===== config.mk =====
export PLATFORM = sky130hd
export DESIGN_NAME = pio_fetch_unit
export DESIGN_NICKNAME = d
export VERILOG_FILES = /design/src/rtl/pio_pkg.sv /design/src/rtl/pio_wrap_next.sv /design/src/rtl/pio_fetch_unit.sv
export SDC_FILE = /design/constraint.sdc
export NUM_CORES = 1
export LEC_CHECK = 0
export BUFFER_PORTS_ARGS = -buffer_cell sky130_fd_sc_hd__buf_2
export CAP_MARGIN = 20
export CORE_MARGIN = 8
export CORE_UTILIZATION = 54
export CTS_BUF_LIST = sky130_fd_sc_hd__clkbuf_4 sky130_fd_sc_hd__clkbuf_8
export CTS_CLUSTER_SIZE = 24
export DETAILED_ROUTE_END_ITERATION = 8
export GPL_ROUTABILITY_DRIVEN = 0
export MAX_ROUTING_LAYER = met4
export PLACE_DENSITY = 0.87
export SYNTH_ARGS = -nofsm -noshare
export SYNTH_HDL_FRONTEND = slang
export SYNTH_SLANG_ARGS = --single-unit
export TNS_END_PERCENT = 20

===== constraint.sdc =====
create_clock -name clk -period 3.3 [get_ports clk]
set_input_delay 0.495 -clock clk [delete_from_list [all_inputs] [get_ports clk]]
set_output_delay 0.495 -clock clk [all_outputs]
set_load 0.1 [all_outputs]

===== src/rtl/pio_pkg.sv =====
// Shared definitions for the PIO state machine blocks: default widths and
// the fetch sequencer state encoding.
package pio_pkg;
  localparam int PIO_ADDR_W  = 4;
  localparam int PIO_INSTR_W = 8;
  localparam int PIO_DELAY_W = 5;

  typedef enum logic [1:0] {
    IDLE,
    RUN,
    DELAY
  } fetch_state_t;
endpackage


===== src/rtl/pio_wrap_next.sv =====
// Sequential successor of an instruction address with wrap_top -> wrap_bottom
// looping. No window check: any address equal to wrap_top wraps.
module pio_wrap_next
  import pio_pkg::*;
#(
  parameter int ADDR_W = PIO_ADDR_W
) (
  input  logic [ADDR_W-1:0] a,
  input  logic [ADDR_W-1:0] wrap_bottom,
  input  logic [ADDR_W-1:0] wrap_top,
  output logic [ADDR_W-1:0] nxt
);
  assign nxt = (a == wrap_top) ? wrap_bottom : a + ADDR_W'(1);
endmodule


===== src/rtl/pio_fetch_unit.sv =====
// Instruction fetch sequencer for one PIO state machine: drives the register
// file read address and holds the current instruction for execute.
module pio_fetch_unit
  import pio_pkg::*;
#(
  parameter int ADDR_W   = PIO_ADDR_W,
  parameter int INSTR_W  = PIO_INSTR_W,
  parameter int DELAY_W  = PIO_DELAY_W,
  parameter int RESET_PC = 0
) (
  input  logic               clk,
  input  logic               rst,
  input  logic               en,
  input  logic               restart,
  input  logic [ADDR_W-1:0]  wrap_bottom,
  input  logic [ADDR_W-1:0]  wrap_top,
  input  logic               stall,
  input  logic               jmp_valid,
  input  logic [ADDR_W-1:0]  jmp_addr,
  input  logic [DELAY_W-1:0] delay_val,
  output logic [ADDR_W-1:0]  rd_addr,
  input  logic [INSTR_W-1:0] rd_data,
  output logic [INSTR_W-1:0] instr,
  output logic               instr_valid,
  output logic [ADDR_W-1:0]  pc,
  output logic               delaying
);
  // Handshake: execute takes instr on any cycle with instr_valid=1 and
  // stall=0 while running; jmp_valid/delay_val are only looked at then.
  fetch_state_t       state, state_n;
  logic [ADDR_W-1:0]  pc_q, pc_n, seq_next, target;
  logic [INSTR_W-1:0] instr_q, instr_n;
  logic               valid_q, valid_n;
  logic [DELAY_W-1:0] cnt, cnt_n;
  logic               consume;

  pio_wrap_next #(.ADDR_W(ADDR_W)) u_wrap_next (
    .a          (pc_q),
    .wrap_bottom(wrap_bottom),
    .wrap_top   (wrap_top),
    .nxt        (seq_next)
  );

  assign consume = valid_q & ~stall & (state == RUN);
  assign target  = jmp_valid ? jmp_addr : seq_next;
  // Reading the target on consume is what gives zero-bubble jumps and wraps.
  assign rd_addr = consume ? target : pc_q;

  always_comb begin
    state_n = state;
    pc_n    = pc_q;
    instr_n = instr_q;
    valid_n = valid_q;
    cnt_n   = cnt;
    if (restart) begin
      state_n = IDLE;
      pc_n    = wrap_bottom;
      valid_n = 1'b0;
      cnt_n   = '0;
    end else begin
      case (state)
        IDLE: begin
          if (en) begin
            instr_n = rd_data;
            valid_n = 1'b1;
            state_n = RUN;
          end
        end
        RUN: begin
          if (consume) pc_n = target;
          if (!en) begin
            state_n = IDLE;
            valid_n = 1'b0;
          end else if (consume) begin
            if (delay_val == '0) begin
              instr_n = rd_data;
            end else begin
              valid_n = 1'b0;
              cnt_n   = delay_val;
              state_n = DELAY;
            end
          end
        end
        DELAY: begin
          if (!en) begin
            state_n = IDLE;
            cnt_n   = '0;
          end else if (cnt == DELAY_W'(1)) begin
            // pc already points at the target, so rd_addr=pc fetches it.
            instr_n = rd_data;
            valid_n = 1'b1;
            cnt_n   = '0;
            state_n = RUN;
          end else begin
            cnt_n = cnt - DELAY_W'(1);
          end
        end
        default: state_n = IDLE;
      endcase
    end
  end

  always_ff @(posedge clk or posedge rst) begin
    if (rst) begin
      state   <= IDLE;
      pc_q    <= ADDR_W'(RESET_PC);
      instr_q <= '0;
      valid_q <= 1'b0;
      cnt     <= '0;
    end else begin
      state   <= state_n;
      pc_q    <= pc_n;
      instr_q <= instr_n;
      valid_q <= valid_n;
      cnt     <= cnt_n;
    end
  end

  assign instr       = instr_q;
  assign instr_valid = valid_q;
  assign pc          = pc_q;
  assign delaying    = (state == DELAY);
endmodule


# Word-level counts from Yosys, hierarchy flattened
# Index checks and enable logic that the tools add are counted.
# Widths: inputs -> output; s select.
[word_totals]
reg_bits = 20
out_inout_bits = 18
wordCells = 75
[op_classes]
addsub = 2
eq_ne = 19
n_mux = 35
bitwise = 4
n_reduce_logical = 10
[op_table]
columns = ["operator", "count"]
rows = [
  ["$mux 8", 6],
  ["$mux 5", 6],
  ["$pmux 8 s3", 1],
  ["$mux 4", 5],
  ["$ne 3x3->1 const B", 5],
  ["$mux 2", 7],
  ["$pmux 5 s2", 1],
  ["$ne 2x2->1 const B", 4],
  ["$ne 4x4->1 const B", 2],
  ["$reduce_and 4->1", 2],
  ["$reduce_and 8->1", 1],
  ["$mux 1", 7],
  ["$pmux 2 s3", 1],
  ["$reduce_and 6->1", 1],
  ["$reduce_bool 3->1", 2],
  ["$eq 5x1->1 const B", 1],
  ["$logic_not 5->1", 1],
  ["$sub 5x1->5 const B", 1],
  ["$add 4x1->4 const B", 1],
  ["$eq 4x4->1", 1],
  ["$ne 2x1->1 const B", 2],
  ["$ne 4x3->1 const B", 1],
  ["$reduce_bool 4->1", 1],
  ["$ne 3x2->1 const B", 1],
  ["other kinds (7)", 9],
]

# Depth between registers and ports, before layout
# Gate-level depths: netlist of the first run.
[logic_depth]
depth_word = 7
ltp_mapped = 7

# By module
# From an unflattened synthesis of the first run, not the netlist that was laid out.
[hier_totals]
cells_unflattened = 121
hier_area_um2 = 1311.3
[modules_own_cells]
columns = ["module", "n_inst", "cells_per_inst", "area_each_um2"]
rows = [
  ["pio_fetch_unit", 1, 106, 1172.4],
  ["pio_wrap_next", 1, 15, 138.9],
]

# Worst setup path after synthesis of the first run
# OpenSTA, ideal clock, no wires.
[synth_timing]
path_kind = "register to output"
start = "register pc_q[0] (netlist: pc[0])"
end = "output rd_addr[3]"
arrival_ns = 3.556
path_slack_ns = -0.751
path_stages_with_launch = 5
path_buffers = 0
path_cell_list = "dfrtp_1 > xor2_1 > nor4_4 > nor3_1 > o41ai_2"
[synth_between]
elab_chain_len = 4
[synth_rtl]
columns = ["element", "line_no", "rtl"]
rows = [
  ["start, declared", "pio_fetch_unit.sv:31", "logic [ADDR_W-1:0] pc_q, pc_n, seq_next, target;"],
  ["start signal, assigned", "pio_fetch_unit.sv:106", "pc_q <= ADDR_W'(RESET_PC);"],
  ["start signal, assigned", "pio_fetch_unit.sv:112", "pc_q <= pc_n;"],
  ["$add 4x1->4 / $eq 4x4->1 (equally long branches)", "pio_wrap_next.sv:13", "assign nxt = (a == wrap_top) ? wrap_bottom : a + ADDR_W'(1);"],
  ["$mux 4 (*)", "pio_wrap_next.sv:13", ""],
  ["$mux 4 (*)", "pio_fetch_unit.sv:45", "assign target = jmp_valid ? jmp_addr : seq_next;"],
  ["$mux 4 (*)", "--", ""],
  ["end, declared", "pio_fetch_unit.sv:21", "output logic [ADDR_W-1:0] rd_addr,"],
]
# Mark *: on every way between the ends. The rest lies on a longest branch, timed or not.

# Worst setup path in the final report of the first run
[layout_timing]
start = "register pc_q[1] (netlist: pc[1])"
end = "output rd_addr[1]"
[layout_between]
elab_chain_len = 4
[layout_rtl]
columns = ["element", "line_no"]
rows = [
  ["$add 4x1->4 / $eq 4x4->1 (equally long branches)", "pio_wrap_next.sv:13"],
  ["$mux 4", "pio_wrap_next.sv:13"],
  ["$mux 4", "pio_fetch_unit.sv:45"],
  ["$mux 4 (*)", "--"],
]
# Marks and branches as above.

==> impl_metrics.json, run 1 <==
{
  "synthCells": 125,
  "antenna_found_initial": 0,
  "synth.area.mux_share": 0.114,
  "yosys_warnings": 0,
  "final.fill_count": 173,
  "cap_violations": 0,
  "cts_resized": 0,
  "instances_no_fill": 202,
  "hpwl_um": 2610,
  "final_common_cell": "buf_2",
  "start_util": 0.571,
  "cts_root_buf": "clkbuf_4",
  "synth_compound_area_frac": 0.178,
  "finalInstanceArea_mm2": 0.00157,
  "rows": 17,
  "fin_crit_sh": 0.871,
  "cts_hold_buf": 0,
  "fin_skew_ns": 0.00268,
  "cts_max_path_buffers": 2,
  "synth_xor_area_frac": 0.0624,
  "grt_usage": 0.152,
  "drive_gt1_frac": 0.408,
  "finish.utilization": 0.708,
  "h-tree-depth": 1,
  "syn_avg_cell_area_um2": 10.1,
  "critPathMaxFanout": 6,
  "synth_top_family_by_area": "simple AND/OR/NAND/NOR gates",
  "slew_violations": 0,
  "ant_nets": 0,
  "syn_nets": 159,
  "numCtsBuffers": 3,
  "max_clock_freq_mhz": 348,
  "dieArea_mm2": 0.00414,
  "hold_viol": 0,
  "arrival_ns": 2.38,
  "cts.sink_count": 20,
  "yosys.area_share.simple": 0.195,
  "crit_required_ns": 2.80,
  "first_global_vias": 1198,
  "ys_seq_area_frac": 0.396,
  "dr_total_vias": 1161,
  "cp-start-kind": "flop",
  "drc_errors": 0,
  "clkLatencyLatePin_ns": 0.30,
  "synth_fa_ha_area_frac": 0.0297,
  "finalSetupViolations": 0,
  "synth_flop_cell": "dfrtp_1",
  "globalRouteOverflowTotal": 0,
  "die_y_um": 64.4,
  "tightest_slew_ns": 0.736,
  "crit_type": "reg2out",
  "drt_iter0_markers": 68,
  "most-common-layout-cells": "48 x buf_2, 20 x dfrtp_1, 14 x a21oi_1, 11 x nor2_1, 11 x mux2_2",
  "nets": 210,
  "vias_per_cell": 5.75,
  "crit_start": "pc[1]",
  "area_delta_synth_final_pct": 24.1,
  "die_w_um": 64.4,
  "hold_ws_ns": 0.305,
  "port_buffers": 48,
  "routed_wl_um": 3230,
  "clk_pin_slew_ns": 0.10,
  "cts_tree": "done",
  "coreArea_mm2": 0.00221,
  "syn_area_mm2": 0.00126,
  "worstHoldPathType": "in2async",
  "yosysUniqueCellTypes": 34,
  "end_kind": "primary output",
  "postCtsSetupBuffers": 0,
  "r2r_slack_ns": 1.33,
  "drt_pass1_iterations": 4,
  "antenna_cells": 0,
  "period_minus_slack_ns": 2.87,
  "outcome": "complete, no violations",
  "grt_start_max_net_pins": 21,
  "grt_pass1_wl_um": 5090,
  "dp_cells": 199,
  "ys_ff_latch": 20,
  "rsz0062_at_grt": "no",
  "p_leak_nw": 0.727,
  "ios": 49,
  "power_density_mw_per_mm2": 507,
  "placed_area_mm2": 0.00154,
  "peakVddDrop_uv": 444,
  "wl_per_cell_um": 16.0,
  "relSlewSlack": 0.509,
  "synth_edf_count": 0,
  "synthArstFlopShare": 1.00,
  "reg2reg_from": "pc[1]"
}
-- metrics by stage --
| stage | power [W] | TNS [ns] | setup slack, ns |
|---|---|---|---|
| 2_1_floorplan | 0.000612 | -0.748 | -0.335 |
| 3_3_place_gp | 0.000677 | 0 | 0.672 |
| 3_5_place_dp | 0.000688 | 0 | 0.631 |
| 4_1_cts | 0.000800 | 0 | 0.423 |
| 5_1_grt | 0.000826 | 0 | 0.308 |
| 6_report | 0.000794 | 0 | 0.425 |
-- Yosys cell counts, drive strengths merged (2+ instances only) --
cell | count | area [um2]
dfrtp | 20 | 500
a21oi | 14 | 70.1
nor2 | 12 | 45.0
mux2 | 11 | 124
nand2 | 8 | 32.5
inv | 6 | 22.5
nand2b | 6 | 37.5
xor2 | 5 | 43.8
nor2b | 4 | 25.0
xnor2 | 4 | 35.0
a211oi | 3 | 22.5
ha | 3 | 37.5
nand3 | 3 | 15.0
o21ai | 3 | 15.0
o31ai | 3 | 27.5
clkbuf | 2 | 7.51
mux2i | 2 | 20.0
nor3 | 2 | 10.0
nor3b | 2 | 15.0
o41ai | 2 | 43.8
-- path summary, 6_finish.rpt --
path	to	cells past startpoint
max	rd_addr[1]	6
min	pc[3]	2
max reg2reg	pc[3]	5
min reg2reg	instr[7]	1
max in group asynchronous	state[0]	2
min in group clk	instr[3]	2
-- cell families (layout without fill, tap and decap cells) --
logic type               Yosys count  count (layout)
AO/OA/AOI/OAI                     31              31
XOR/XNOR                           9               9
adder cells (fa/ha/maj)            3               3
buffers and inverters              8              57
flip-flops                        20              20
multiplexers                      13              13
AND/OR/NAND/NOR                   41              41
-- worst max-delay path: stages, from the launching register on --
cell      delay (ns)
dfrtp_1         0.47
xor2_1          0.22
nor4_4          0.43
mux2_2          0.39
o211ai_1        0.20
nand2_1         0.08
buf_2           0.30
-- final cells by class --
cell class,count,area (um2),area share
flip-flops and latches,20,500,0.319
inverters,6,22.5,0.0144
multi-input cells,97,746,0.476
well taps,28,35.0,0.0224
repair buffers,48,240,0.153
clock buffers,3,22.5,0.0144
-- routing by layer --
metal	track usage	up-vias	share of wire
met5	-	-	0
met4	0.0463	0	0.010
met3	0.0348	7	0.063
met2	0.270	52	0.52
met1	0.164	555	0.40
li1	-	547	-
-- registers in the layout, summed over array words and instances (netlist names) --
name / count
instr: 8
state: 2
instr_valid: 1
pc: 4
cnt: 5
-- report_power, final --
| part | switching (W) | internal (W) | leakage (nW) |
|---|---|---|---|
| sequential | 0.0000223 | 0.000272 | 0.250 |
| combinational | 0.000302 | 0.0000853 | 0.463 |
| clock | 0.0000704 | 0.0000426 | 0.0138 |
| total | 0.000395 | 0.000400 | 0.727 |
No activity file was read; power rests on OpenSTA's default activity.
==> run 2, diff against run 1 <==
--- a/config.mk
+++ b/config.mk
@@ -17,5 +17,6 @@
 export PLACE_DENSITY = 0.87
 export SYNTH_ARGS = -nofsm -noshare
 export SYNTH_HDL_FRONTEND = slang
+export SYNTH_HIERARCHICAL = 1
 export SYNTH_SLANG_ARGS = --single-unit
 export TNS_END_PERCENT = 20
==> impl_metrics.json, run 2 <==
{
  "period_minus_slack_ns": 2.68,
  "arrival_ns": 2.19,
  "regArea_um2": 500,
  "finalSetupViolations": 0,
  "crit_type": "reg2out",
  "vias_per_cell": 5.73,
  "yosysUniqueCellTypes": 44,
  "fin_skew_ns": 0.000837,
  "drc_errors": 0,
  "placed_area_mm2": 0.00157,
  "critPathMaxFanout": 6,
  "routed_wl_um": 3340,
  "rsz0062_at_grt": "no",
  "worstHoldPathType": "in2async",
  "ant_nets": 0,
  "power_density_mw_per_mm2": 528,
  "outcome": "complete, no violations",
  "synth_top_area_share": 0.382,
  "peakVddDrop_uv": 377,
  "synthCells": 121,
  "antenna_cells": 0,
  "hpwl_um": 2600,
  "ios": 49,
  "port_buffers": 48,
  "syn_area_mm2": 0.00131,
  "yosys-top-cells-area": "dfrtp_1 38%, mux2_4 10%, mux2i_1 5.3%",
  "cts_hold_buf": 0,
  "yosys_warnings": 6,
  "area_delta_synth_final_pct": 22.6,
  "rows": 18,
  "drive_gt1_frac": 0.450,
  "end_kind": "primary output",
  "antenna_found_initial": 0,
  "start_util": 0.549,
  "cts_max_path_buffers": 2,
  "globalRouteOverflowTotal": 0,
  "postCtsSetupBuffers": 0,
  "ys_seq_area_frac": 0.382,
  "drt_pass1_iterations": 4,
  "syn_avg_cell_area_um2": 10.8,
  "final_common_cell": "buf_2",
  "finish.utilization": 0.673,
  "relSlewSlack": 0.521,
  "tightest_slew_ns": 0.718,
  "synthArstFlopShare": 1.00,
  "clkLatencyLatePin_ns": 0.31,
  "fin_setup_tns_ns": 0,
  "drt_iter0_markers": 38,
  "grt_usage": 0.166,
  "cts.sink_count": 20,
  "dr_total_vias": 1140,
  "multi_input_area_um2": 771,
  "cap_violations": 0,
  "synth_edf_count": 0,
  "grt_pass1_wl_um": 5570,
  "die_w_um": 65.3,
  "largest_reg_flops": 8,
  "yosys.area.top_type": "dfrtp_1",
  "syn_nets": 155,
  "synth_most_common_cell": "dfrtp_1",
  "finalInstanceArea_mm2": 0.00161,
  "max_clock_freq_mhz": 373,
  "cts_root_buf": "clkbuf_4",
  "hold_ws_ns": 0.283,
  "fin_crit_sh": 0.812,
  "ys_top_cells_by_count": "20 x dfrtp_1, 9 x mux2_4, 8 x a21oi_1",
  "most-common-layout-cells": "48 x buf_2, 20 x dfrtp_1, 9 x mux2_4, 8 x a21oi_1",
  "slew_violations": 0,
  "dieArea_mm2": 0.00426,
  "cp-start-kind": "flop",
  "h-tree-depth": 1,
  "wl_per_cell_um": 16.8,
  "p_leak_nw": 0.777,
  "cts_tree": "done",
  "nets": 204,
  "hold_viol": 0,
  "numCtsBuffers": 3,
  "cts_resized": 0,
  "coreArea_mm2": 0.00239,
  "synth_flop_cell": "dfrtp_1",
  "final.fill_count": 199,
  "clk_pin_slew_ns": 0.11,
  "crit_required_ns": 2.80,
  "ys_ff_latch": 20,
  "first_global_vias": 1277,
  "grt_start_max_net_pins": 21,
  "die_y_um": 65.3
}
[run 2: cell types whose count changed after synthesis, sizes merged, moves of 2 or more]
cell / before / now
nor2: 12 / 8
xor2: 5 / 1
o31ai: 3 / 1
nor2b: 4 / 2
a211oi: 3 / 0
nand2b: 6 / 4
mux2: 11 / 16
o21ai: 3 / 6
mux2i: 2 / 7
o41ai: 2 / 0
buf: 0 / 3
or3: 0 / 3
a21oi: 14 / 8
nand2: 8 / 3
[run 2: through the flow]
step                setup slack (ns)  total power [W]  std cells
floorplan                     -0.430         0.000634        121
global placement               0.893         0.000700        195
detailed placement             0.852         0.000710        195
CTS                            0.625         0.000854        199
global route                   0.459         0.000882        199
finish                         0.619         0.000849        199
[run 2: worst paths after layout]
check,end,depth (start not counted),slack [ns],from
min,instr[3],2,0.28,rst
min reg2reg,instr[1],1,0.52,instr[1]
min in group clk,instr[1],2,0.41,rd_data[1]
max reg2reg,instr[3],6,1.23,cnt[1]
max in group asynchronous,pc[0],2,2.57,rst
max,rd_addr[2],6,0.62,pc[0]
[run 2: kinds of logic (layout without fill, tap and decap cells)]
| logic type | Yosys count | in the layout | synth area share |
|---|---|---|---|
| xor gates and xnor gates | 6 | 6 | 0.0401 |
| buffers and inverters | 10 | 58 | 0.0305 |
| AOI/OAI and AO/OA | 25 | 25 | 0.143 |
| adders and majority gates | 3 | 3 | 0.0286 |
| and+or+nand+nor | 34 | 34 | 0.159 |
| muxes | 23 | 23 | 0.217 |
| DFF | 20 | 20 | 0.382 |
[run 2: area by class of cell]
class,count,area share
Multi-Input combinational cell,91,0.479
Timing Repair Buffer,48,0.149
Inverter,6,0.0140
Clock buffer,4,0.0226
Sequential cell,20,0.311
Tap cell,30,0.0233
[run 2: critical path: stages (launching register included)]
cell	delay, ns
dfrtp_1	0.46
xnor2_1	0.25
nand4_1	0.18
mux2_2	0.27
mux2i_1	0.06
a21oi_1	0.19
buf_2	0.46
[run 2: power breakdown]
part / internal, W / switching (W)
clock network: 0.0000675 / 0.0000768
logic: 0.000102 / 0.000308
registers: 0.000272 / 0.0000236
total: 0.000441 / 0.000408
[run 2: layer usage]
layer,part of all wire,vias to the layer above,GRT usage
met5,0,-,-
met2,0.48,67,0.289
met3,0.091,8,0.0493
met1,0.41,524,0.174
li1,-,541,-
met4,0.015,0,0.0572
==> run 3, diff against run 2 <==
--- a/config.mk
+++ b/config.mk
@@ -5,16 +5,17 @@
 export SDC_FILE = /design/constraint.sdc
 export NUM_CORES = 1
 export LEC_CHECK = 0
+export ABC_AREA = 1
 export BUFFER_PORTS_ARGS = -buffer_cell sky130_fd_sc_hd__buf_2
 export CAP_MARGIN = 20
 export CORE_MARGIN = 8
-export CORE_UTILIZATION = 54
+export CORE_UTILIZATION = 52
 export CTS_BUF_LIST = sky130_fd_sc_hd__clkbuf_4 sky130_fd_sc_hd__clkbuf_8
 export CTS_CLUSTER_SIZE = 24
 export DETAILED_ROUTE_END_ITERATION = 8
 export GPL_ROUTABILITY_DRIVEN = 0
 export MAX_ROUTING_LAYER = met4
-export PLACE_DENSITY = 0.87
+export PLACE_DENSITY = 0.82
 export SYNTH_ARGS = -nofsm -noshare
 export SYNTH_HDL_FRONTEND = slang
 export SYNTH_HIERARCHICAL = 1
==> constraint.sdc (replaced) <==
create_clock -name clk -period 2.7 [get_ports clk]
set_input_delay 0.405 -clock clk [delete_from_list [all_inputs] [get_ports clk]]
set_output_delay 0.405 -clock clk [all_outputs]
set_load 0.1 [all_outputs]
==> impl_metrics.json, run 3 <==
{
  "rows": 19,
  "cts_resized": 0,
  "ant_nets": 0,
  "grt_usage": 0.164,
  "cts_hold_buf": 0,
  "layout_setup_ws_ns": 0.193,
  "outcome": "complete, no violations",
  "yosys_warnings": 6,
  "clk_pin_slew_ns": 0.13,
  "final.fill_count": 240,
  "coreArea_mm2": 0.00269,
  "dieArea_mm2": 0.00472,
  "synth_flop_cell": "dfrtp_1",
  "dr_total_vias": 1438,
  "slew_violations": 0,
  "critPathMaxFanout": 6,
  "clkLatencyLatePin_ns": 0.32,
  "fin_crit_sh": 0.928,
  "drt_pass1_iterations": 4,
  "synth_most_common_cell": "nand2_1",
  "area_delta_synth_final_pct": 23.0,
  "rsz0062_at_grt": "no",
  "final_common_cell": "nand2_1",
  "grt_util_met2": 0.283,
  "cts_root_buf": "clkbuf_4",
  "tightest_slew_ns": 0.733,
  "cts_max_path_buffers": 2,
  "drive_gt1_frac": 0.305,
  "arrival_ns": 2.10,
  "routed_wl_um": 3440,
  "placed_area_mm2": 0.00172,
  "syn_avg_cell_area_um2": 6.84,
  "antenna_found_initial": 0,
  "die_y_um": 68.7,
  "crit_required_ns": 2.30,
  "fin_setup_tns_ns": 0,
  "largest_reg_flops": 8,
  "drc_errors": 0,
  "globalRouteOverflowTotal": 0,
  "start_util": 0.537,
  "nets": 297,
  "vias_per_cell": 4.91,
  "hold_ws_ns": 0.187,
  "syn_nets": 245,
  "synthArstFlopShare": 1.00,
  "end_kind": "primary output",
  "ys_top_cells_by_count": "90 x nand2_1, 27 x inv_1, 20 x dfrtp_1",
  "most-common-layout-cells": "90 x nand2_1, 48 x buf_2, 27 x inv_1, 18 x nand3_1, 16 x dfrtp_1",
  "wl_per_cell_um": 11.7,
  "cap_violations": 0,
  "postCtsSetupBuffers": 0,
  "drt_iter0_markers": 48,
  "ios": 49,
  "yosys.area.top_type": "dfrtp_1",
  "grt_start_max_net_pins": 21,
  "yosysUniqueCellTypes": 24,
  "busiest_layer": "met2",
  "worstHoldPathType": "in2async",
  "relSlewSlack": 0.511,
  "grt_use_met3": 0.0388,
  "crit_type": "reg2out",
  "first_global_vias": 1401,
  "power_density_mw_per_mm2": 910,
  "ys_seq_area_frac": 0.347,
  "synth_edf_count": 0,
  "period_minus_slack_ns": 2.51,
  "port_buffers": 48,
  "h-tree-depth": 1,
  "finalInstanceArea_mm2": 0.00178,
  "finalSetupViolations": 0,
  "synthCells": 211,
  "syn_area_mm2": 0.00144,
  "die_w_um": 68.7,
  "max_clock_freq_mhz": 399,
  "ys_ff_latch": 20,
  "dp_slack_ns": 0.523,
  "cp-start-kind": "flop",
  "peakVddDrop_uv": 759,
  "synth_top_area_share": 0.347,
  "met1_usage": 0.188,
  "antenna_cells": 0,
  "yosys-top-cells-area": "dfrtp_1 35%, nand2_1 23%, inv_1 7.0%",
  "hpwl_um": 2740,
  "p_leak_nw": 1.07,
  "numCtsBuffers": 3,
  "grt_pass1_wl_um": 5880,
  "cts_tree": "done",
  "cts.sink_count": 20,
  "fin_skew_ns": 0.0128,
  "hold_viol": 0
}
run 3: cell types whose count changed in the layout (fill, tap and decap cells not counted), sizes merged, moves of 4 or more:
cell	delta
o21ai	+6
mux2	-16
a21oi	-6
nand3	+16
nor2	+4
nand2	+98
mux2i	-7
nand2b	-4
inv	+26
run 3: per-stage QoR:
| stage | util | power, W | instances |
|---|---|---|---|
| 6_report | 0.661 | 0.00162 | 293 |
| 5_1_grt | 0.661 | 0.00171 | 293 |
| 4_1_cts | 0.661 | 0.00162 | 293 |
| 3_5_place_dp | 0.641 | 0.00137 | 289 |
| 3_3_place_gp | 0.641 | 0.00136 | 289 |
| 2_1_floorplan | - | 0.00121 | 211 |
run 3: cell families (layout without fill, tap and decap cells):
logic type / Yosys count / in the layout / synth area share
XOR/XNOR: 5 / 5 / 0.0303
adder cells (fa/ha/maj): 3 / 3 / 0.0260
AO/OA/AOI/OAI: 15 / 15 / 0.0641
AND/OR/NAND/NOR: 135 / 135 / 0.445
buffers and inverters: 33 / 84 / 0.0884
flip-flops: 20 / 20 / 0.347
run 3: routing by layer:
layer  wire, um  part of all wire
met5          0                 0
met4         33            0.0096
met3        215             0.063
met2       1720              0.50
met1       1470              0.43
run 3: final timing paths:
kind,from,to,slack (ns),depth (start not counted)
worst min-delay path,rst,cnt[3],0.19,2
worst min register to register,instr[1],instr[1],0.49,2
worst max-delay path,pc[1],rd_addr[0],0.19,10
min in group clk,rd_data[3],instr[3],0.31,3
worst max register to register,pc[1],pc[1],1.16,10
max in group asynchronous,rst,pc[3],2.00,2
run 3: area by class of cell:
| class | instances | area [um2] | share of cell area |
|---|---|---|---|
| clock inverters | 1 | 30.0 | 0.0169 |
| flip-flops and latches | 20 | 505 | 0.285 |
| multi-input cells | 158 | 816 | 0.459 |
| inverters | 32 | 123 | 0.0691 |
| clock buffers | 3 | 22.5 | 0.0127 |
| repair buffers | 48 | 240 | 0.135 |
| well taps | 31 | 38.8 | 0.0218 |
run 3: worst max-delay path, stage by stage (launching register included):
cell	delay [ns]
dfrtp_2	0.47
nand2_1	0.08
nand2_1	0.08
nor2_4	0.19
nand3_1	0.09
nand2_1	0.07
inv_1	0.04
o21ai_0	0.14
o21ai_0	0.13
inv_1	0.06
buf_2	0.42
run 3: power by group:
group | leakage [nW] | switching, W | internal (W) | total, W
Clock | 0.0279 | 0.000102 | 0.000150 | 0.000252
Combinational | 0.795 | 0.000746 | 0.000183 | 0.000928
Sequential | 0.247 | 0.0000608 | 0.000374 | 0.000435
